<file path="src/rtl/wfg_interconnect_core.sv">
`default_nettype none
// ============================================================================
// wfg_interconnect_core : routes two stimulus streams onto two driver streams
// through one-entry output registers, with broadcast and deferred re-select.
// Revision: 1.0
// ============================================================================
module wfg_interconnect_core #(
  parameter int DATAW = 32
) (
  input  logic             clk,
  input  logic             rst_n,
  input  logic             ctrl_en_q_i,
  input  logic [1:0]       driver0_select_q_i,
  input  logic [1:0]       driver1_select_q_i,
  input  logic [DATAW-1:0] stimulus_0_tdata_i,
  input  logic             stimulus_0_tvalid_i,
  output logic             stimulus_0_tready_o,
  input  logic [DATAW-1:0] stimulus_1_tdata_i,
  input  logic             stimulus_1_tvalid_i,
  output logic             stimulus_1_tready_o,
  output logic [DATAW-1:0] driver_0_tdata_o,
  output logic             driver_0_tvalid_o,
  input  logic             driver_0_tready_i,
  output logic [DATAW-1:0] driver_1_tdata_o,
  output logic             driver_1_tvalid_o,
  input  logic             driver_1_tready_i
);

  localparam logic [0:0] c_S_DISABLED = 1'b0;
  localparam logic [0:0] c_S_RUN      = 1'b1;

  logic [0:0]            r_state;
  logic [0:0]            w_state_next;
  logic                  w_run;
  logic [1:0][1:0]       w_select_q;
  logic [1:0][1:0]       w_sel;
  logic [1:0][DATAW-1:0] w_stim_data;
  logic [1:0]            w_stim_valid;
  logic [1:0]            w_stim_ready;
  logic [1:0]            w_drv_ready;
  logic [1:0]            w_drv_valid;
  logic [1:0][DATAW-1:0] w_drv_data;
  logic [1:0]            w_can_load;
  logic [1:0]            w_load;

  assign w_select_q   = {driver1_select_q_i, driver0_select_q_i};
  assign w_stim_data  = {stimulus_1_tdata_i, stimulus_0_tdata_i};
  assign w_stim_valid = {stimulus_1_tvalid_i, stimulus_0_tvalid_i};
  assign w_drv_ready  = {driver_1_tready_i, driver_0_tready_i};

  always_ff @(posedge clk or negedge rst_n) begin
    if (!rst_n) begin
      r_state <= c_S_DISABLED;
    end else begin
      r_state <= w_state_next;
    end
  end

  always_comb begin
    w_state_next = r_state;
    case (r_state)
      c_S_DISABLED: if (ctrl_en_q_i)  w_state_next = c_S_RUN;
      c_S_RUN:      if (!ctrl_en_q_i) w_state_next = c_S_DISABLED;
      default:      w_state_next = c_S_DISABLED;
    endcase
  end

  always_comb begin
    w_run = (r_state == c_S_RUN);
  end

  // A stimulus is accepted only when every driver mapped to it can take the sample.
  for (genvar s = 0; s < 2; s++) begin : g_stim
    logic [1:0] w_hit;
    for (genvar d = 0; d < 2; d++) begin : g_hit
      assign w_hit[d] = (w_sel[d] == 2'(s));
    end
    assign w_stim_ready[s] = w_run && (|w_hit) && (&(~w_hit | w_can_load));
  end

  for (genvar d = 0; d < 2; d++) begin : g_drv
    logic [1:0]       r_sel;
    logic             r_valid;
    logic [DATAW-1:0] r_data;

    assign w_sel[d]       = r_sel;
    assign w_drv_valid[d] = r_valid;
    assign w_drv_data[d]  = r_data;
    assign w_can_load[d]  = !r_valid || w_drv_ready[d];
    assign w_load[d]      = w_run && !r_sel[1] &&
                            w_stim_valid[r_sel[0]] && w_stim_ready[r_sel[0]];

    always_ff @(posedge clk or negedge rst_n) begin
      if (!rst_n) begin
        r_sel   <= '0;
        r_valid <= 1'b0;
        r_data  <= '0;
      end else if (!w_run) begin
        r_sel   <= w_select_q[d];
        r_valid <= 1'b0;
      end else begin
        if (w_load[d]) begin
          r_valid <= 1'b1;
          r_data  <= w_stim_data[r_sel[0]];
        end else if (w_drv_ready[d]) begin
          r_valid <= 1'b0;
        end
        // Re-select only while idle so a held sample is never re-routed.
        if (!r_valid && !w_load[d]) begin
          r_sel <= w_select_q[d];
        end
      end
    end
  end

  assign stimulus_0_tready_o = w_stim_ready[0];
  assign stimulus_1_tready_o = w_stim_ready[1];
  assign driver_0_tdata_o    = w_drv_data[0];
  assign driver_0_tvalid_o   = w_drv_valid[0];
  assign driver_1_tdata_o    = w_drv_data[1];
  assign driver_1_tvalid_o   = w_drv_valid[1];

endmodule
`default_nettype wire

</file>
<file path="config.mk">
export PLATFORM = sky130hd
export DESIGN_NAME = wfg_interconnect_core
export DESIGN_NICKNAME = d
export VERILOG_FILES = /design/src/rtl/wfg_interconnect_core.sv
export SDC_FILE = /design/constraint.sdc
export NUM_CORES = 1
export LEC_CHECK = 0
export CORE_UTILIZATION = 40
export CTS_CLUSTER_SIZE = 20
export DETAILED_ROUTE_END_ITERATION = 7
export PLACE_DENSITY = 0.75
export SYNTH_ARGS = -nofsm -noshare
export SYNTH_HDL_FRONTEND = slang
export SYNTH_SLANG_ARGS = --single-unit
export TNS_END_PERCENT = 20
</file>
<file path="constraint.sdc">
create_clock -name clk -period 2.5 [get_ports clk]
set_input_delay 0.375 -clock clk [delete_from_list [all_inputs] [get_ports clk]]
set_output_delay 0.375 -clock clk [all_outputs]
set_load 0.005 [all_outputs]
</file>
* Yosys cells after proc, flatten, opt, wreduce, memory -nomap -nowiden
Index checks and enable logic that the tools add are counted.
Storage, ports and cells: input bits 75, bits in registers 71, memories 0, bits in latches 0, output and inout port bits 68, RAM bits 0, memory bits (read-only) 0
Cells by class: $mul 0, shifts and indexed selects 0, divide/modulo/power cells 0, order comparisons 2, reduce and logical (&&, ||, !) cells 28, bitwise operators 4, add/sub/neg operators 0, mux-type cells 23, equality and inequality tests 6
Operators by type and width (count):
- $mux W32 | 4
- $mux W1 | 15
- $logic_and A1 B1 Y1 | 12
- $mux W2 | 4
- $reduce_and A2 Y1 | 4
- $logic_not A1 Y1 | 6
- $ne A3 B2 Y1 const B | 2
- $eq A2 B1 Y1 const B | 2
- $logic_not A2 Y1 | 2
- $lt A1 B2 Y1 const B | 2
- $ne A2 B1 Y1 const B | 2
- $not A2 Y2 | 2
- $or A2 B2 Y2 | 2
- $reduce_or A2 Y1 | 2
- $logic_or A1 B1 Y1 | 2

* Depth between registers and ports, before layout
depth after elaboration 12, depth in mapped cells 6, mapped depth without buffers 4

* Worst setup path after synthesis
Ideal clock, no wire load.
path kind reg2reg, start register g_drv[1].r_sel[0], end register g_drv[1].r_data[0], in the netlist driver_1_tdata_o[0], data required time 2.375 ns, path slack 0.662 ns, cell stages (with the launch flop) 7, clock period less this slack 1.838 ns, path buffers 2, data arrival time 1.713 ns, cell sequence dfrtp_1 > buf_4 > nor3b_2 > o211ai_2 > nor3_4 > buf_6 > mux2_4
On the way: cells in the longest elaborated chain, start to end 9, elaborated cells between the ends (all ways) 23
Ends and longest elaborated chain:
- start, declared | RTL line 82 | logic [1:0] r_sel;
- start signal, assigned | RTL line 99 | r_sel <= w_select_q[d];
- start signal, assigned | RTL line 110 | r_sel <= w_select_q[d];
- $eq A2 B1 Y1 / $logic_not A2 Y1 (equally long branches) | RTL line 76 | assign w_hit[d] = (w_sel[d] == 2'(s));
- $not A2 Y2 | RTL line 78 | assign w_stim_ready[s] = w_run && (|w_hit) && (&(~w_hit | w_can_load));
- $or A2 B2 Y2 | RTL line 78
- $reduce_and A2 Y1 | RTL line 78
- $logic_and A1 B1 Y1 | RTL line 78
- $mux W1 (not written as such) (2 in series) | RTL line 91 | w_stim_valid[r_sel[0]] && w_stim_ready[r_sel[0]];
- $logic_and A1 B1 Y1 | RTL line 91
- $reduce_and A2 Y1 (no source line)
- end signal, assigned | RTL line 104 | r_data <= w_stim_data[r_sel[0]];
- end, declared | RTL line 84 | logic [DATAW-1:0] r_data;
Several ways; a longest one is shown, not always the timed one. The select of a mux whose other input is x is not followed. A chain may end at the register's enable or synchronous reset.

* Worst setup path in the final report
start input port driver_1_tready_i, end output port stimulus_0_tready_o
On the way: cells in the longest elaborated chain, start to end 4
Ends and longest elaborated chain:
- start, declared | RTL line 26 | input logic driver_1_tready_i
- $logic_or A1 B1 Y1 | RTL line 89 | assign w_can_load[d] = !r_valid || w_drv_ready[d];
- $or A2 B2 Y2 | RTL line 78
- $reduce_and A2 Y1 | RTL line 78
- $logic_and A1 B1 Y1 | RTL line 78
- end, declared | RTL line 17 | output logic stimulus_0_tready_o,
Every way passes these cells.

==> flow_metrics.env <==
export IMPL_cp_end_kind="output port"
export IMPL_rows=33
export IMPL_fillers=706
export IMPL_ir_worst_vdd_uv=427
export IMPL_via_count=2771
export IMPL_setup_viol=0
export IMPL_drive_gt1_share_pct=22.9
export IMPL_multi_input_comb_area_um2=1490
export IMPL_cts_root_buf="clkbuf_8"
export IMPL_grt_pass1_wl_mm=14.2
export IMPL_slew_headroom_pct=41.5
export IMPL_finalPower_mw=4.79
export IMPL_clock_sinks=71
export IMPL_diodes=0
export IMPL_synth_edff_count=0
export IMPL_hold_path_class="input port to asynchronous set/reset pin"
export IMPL_final_util_pct=62.9
export IMPL_track_usage_pct=20.6
export IMPL_io_pins=143
export IMPL_cts_path_max_buffers=2
export IMPL_syn2layout_area_growth_pct=50.0
export IMPL_critPathMaxFanout=3
export IMPL_cts_tree="yes"
export IMPL_yosys_area_top_type="dfrtp_1"
export IMPL_cpPeakStageDelay_ps=530
export IMPL_timing_hold_ws_ps=145
export IMPL_portBuffers=142
export IMPL_path_cells="clkdlybuf4s50_1 > or4b_1 > and4_1 > clkdlybuf4s50_1"
export IMPL_avgSynthCellArea_um2=12.2
export IMPL_start_util_pct=41.9
export IMPL_synth_seq_cells=71
export IMPL_synth_top_area_share_pct=50.8
export IMPL_stdcell_area_um2=5250
export IMPL_grt_max_degree=38
export IMPL_layout_min_cycle_time_ps=2410
export IMPL_wl_per_cell_um=16.8
export IMPL_grt_pass1_vias=2831
export IMPL_cap_violations=0
export IMPL_post_drt_via_cell_ratio=5.11
export IMPL_drv_slew=0
export IMPL_post_route_period_util_pct=96.3
export IMPL_yosysMostFrequentCell="dfrtp_1"
export IMPL_synth_fp_nets=361
export IMPL_fp_dieH_um=95.5
export IMPL_skew_ps=9.74
export IMPL_critPathArrivalTime_ps=2030
export IMPL_critPathLaunchType="input port"
export IMPL_dpl_cell_area_um2=5060
export IMPL_dp_hpwl_mm=6.52
export IMPL_layout_nets=508
export IMPL_register_area_um2=1780
export IMPL_fmax_ghz=0.415
export IMPL_synthCells=286
export IMPL_synth_area_leaders="dfrtp_1 (51%), mux2_4 (12%), mux2_2 (12%), o22ai_1 (5.9%), a21oi_1 (4.7%)"
export IMPL_worst_path_most_repeated_cell="clkdlybuf4s50_1"
export IMPL_drtAntennaViolNets=0
export IMPL_gp_congestion=0.851
export IMPL_tightest_slew_ps=878
export IMPL_synth_seq_area_share_pct=50.8
export IMPL_antenna_found_initial=0
export IMPL_powerDensity_nw_per_um2=914
export IMPL_cts_made_buffers=9
export IMPL_synth_async_reset_ratio_pct=100
export IMPL_drc_errors=0
export IMPL_report_final_hold_viol_count=0
export IMPL_core_um2=8340
export IMPL_outcome="completed"
export IMPL_ctsHoldBuffers=0
export IMPL_dieArea_um2=9120
export IMPL_drt_total_wl_mm=9.11
export IMPL_clkTransAtPathRegs_ps=80
export IMPL_setup_tns_final_ps=0
export IMPL_post_cts_setup_buffer_count=0
export IMPL_synthFlopType="dfrtp_1"
export IMPL_yosysWarnings=0
export IMPL_netlist_top_cells_count="dfrtp_1 (71), mux2_2 (38), inv_1 (34)"
export IMPL_synthDistinctLibCells=32
export IMPL_die_w_um=95.5
export IMPL_drt_first_pass_iters=4
export IMPL_grt_overflow=0
export IMPL_drtIter0Drc=43
export IMPL_clock_latency_ps=340
export IMPL_leakage_nw=2.28
export IMPL_mappedNetlistArea_um2=3500
export IMPL_grt_setup_unrepaired="false"
export IMPL_critical_path_class="input port to output port"
export IMPL_cts_max_level=3
export IMPL_cp_slowest_cell="or4b_1"
export IMPL_critPathRequiredTime_ps=2120
==> timing repair <==
action	in CTS	in global routing
setup endpoints to repair	0	1
hold endpoints to repair	0	0
resized for setup	0	1
==> path summary, 6_finish.rpt <==
check                      slack [ps]  cells after the start            startpoint              endpoint
max reg2reg                       450                      6     g_drv[1].r_sel[0]  driver_1_tdata_o[12]
max                                90                      4     driver_1_tready_i   stimulus_0_tready_o
max in group asynchronous        1660                      2                 rst_n  driver_0_tdata_o[12]
min in group clk                  490                      1           ctrl_en_q_i               r_state
min reg2reg                       510                      1  driver_1_tdata_o[11]  driver_1_tdata_o[11]
min                               150                      1                 rst_n  driver_1_tdata_o[29]
==> critical path, delay by kind of cell <==
family	cells	cell delay [ps]
buf+inv	2	900
simple gates	2	760
==> where the power goes <==
part	internal, mW	switching [mW]
Combinational	1.41	0.628
Clock	0.449	0.408
Sequential	1.62	0.282
==> metal layers <==
metal	wire (um)	part of all wire (%)	GRT usage (%)	vias to the layer above
met5	0	0	0	-
met4	119	1.3	7.21	0
met3	617	6.8	4.94	10
met2	4320	47	33.3	103
met1	4050	44	27.1	1339
li1	-	-	-	1319
==> state kept, by name, summed over array words and instances (netlist names) <==
name / flops
driver_0_tdata_o: 32
driver_1_tdata_o: 32
g_drv.r_sel: 4
driver_0_tvalid_o: 1
driver_1_tvalid_o: 1
r_state: 1
==> cells by family after synthesis <==
kind of cell	after synthesis	synth area share, %
buf+inv	52	6.73
simple gates	23	5.12
compound gates	73	12.7
mux	67	24.7
flops	71	50.8
==> stage by stage <==
stage,setup slack [ps],cells
global route,25.4,542
global placement,99.5,527
finish,91.7,542
floorplan,662,286
CTS,54.2,542
detailed placement,107,527
==> area by class of cell <==
cell class                      count  share of cell area [%]
Sequential cell                    71                    33.9
Timing Repair Buffer              154                    29.5
Multi-Input combinational cell    163                    28.3
Tap cell                          105                    2.50
Clock buffer                       10                    2.43
Inverter                           34                    2.43
Clock inverter                      5                   0.954
==> layout by cell type (no fill, tap or decap) <==
| master | instances |
|---|---|
| clkdlybuf4s50_1 | 141 |
| dfrtp_1 | 71 |
| mux2_2 | 38 |
| inv_1 | 34 |
| o22ai_1 | 33 |
| a21oi_1 | 33 |
| mux2_4 | 29 |
| clkbuf_8 | 9 |
| buf_4 | 8 |
| clkinv_2 | 4 |
| nand2_1 | 3 |
| buf_12 | 3 |
| nand2b_1 | 2 |
| nor3b_1 | 2 |
| or4bb_1 | 2 |
| and3b_1 | 2 |
| nand4_1 | 2 |
| nand3_1 | 2 |
| or4b_4 | 1 |
| or4b_1 | 1 |
| and4_1 | 1 |
| nor2b_1 | 1 |
| nor2_1 | 1 |
| and2_1 | 1 |
| a31oi_4 | 1 |
| nor3b_2 | 1 |
| o211ai_2 | 1 |
| a31oi_2 | 1 |
| o31ai_1 | 1 |
| nor3_4 | 1 |
| o21bai_1 | 1 |
| o21ai_0 | 1 |
| o21ai_1 | 1 |
| bufinv_16 | 1 |
| clkbuf_1 | 1 |
| buf_2 | 1 |
| buf_6 | 1 |
Power figures use the tool's default switching activity.
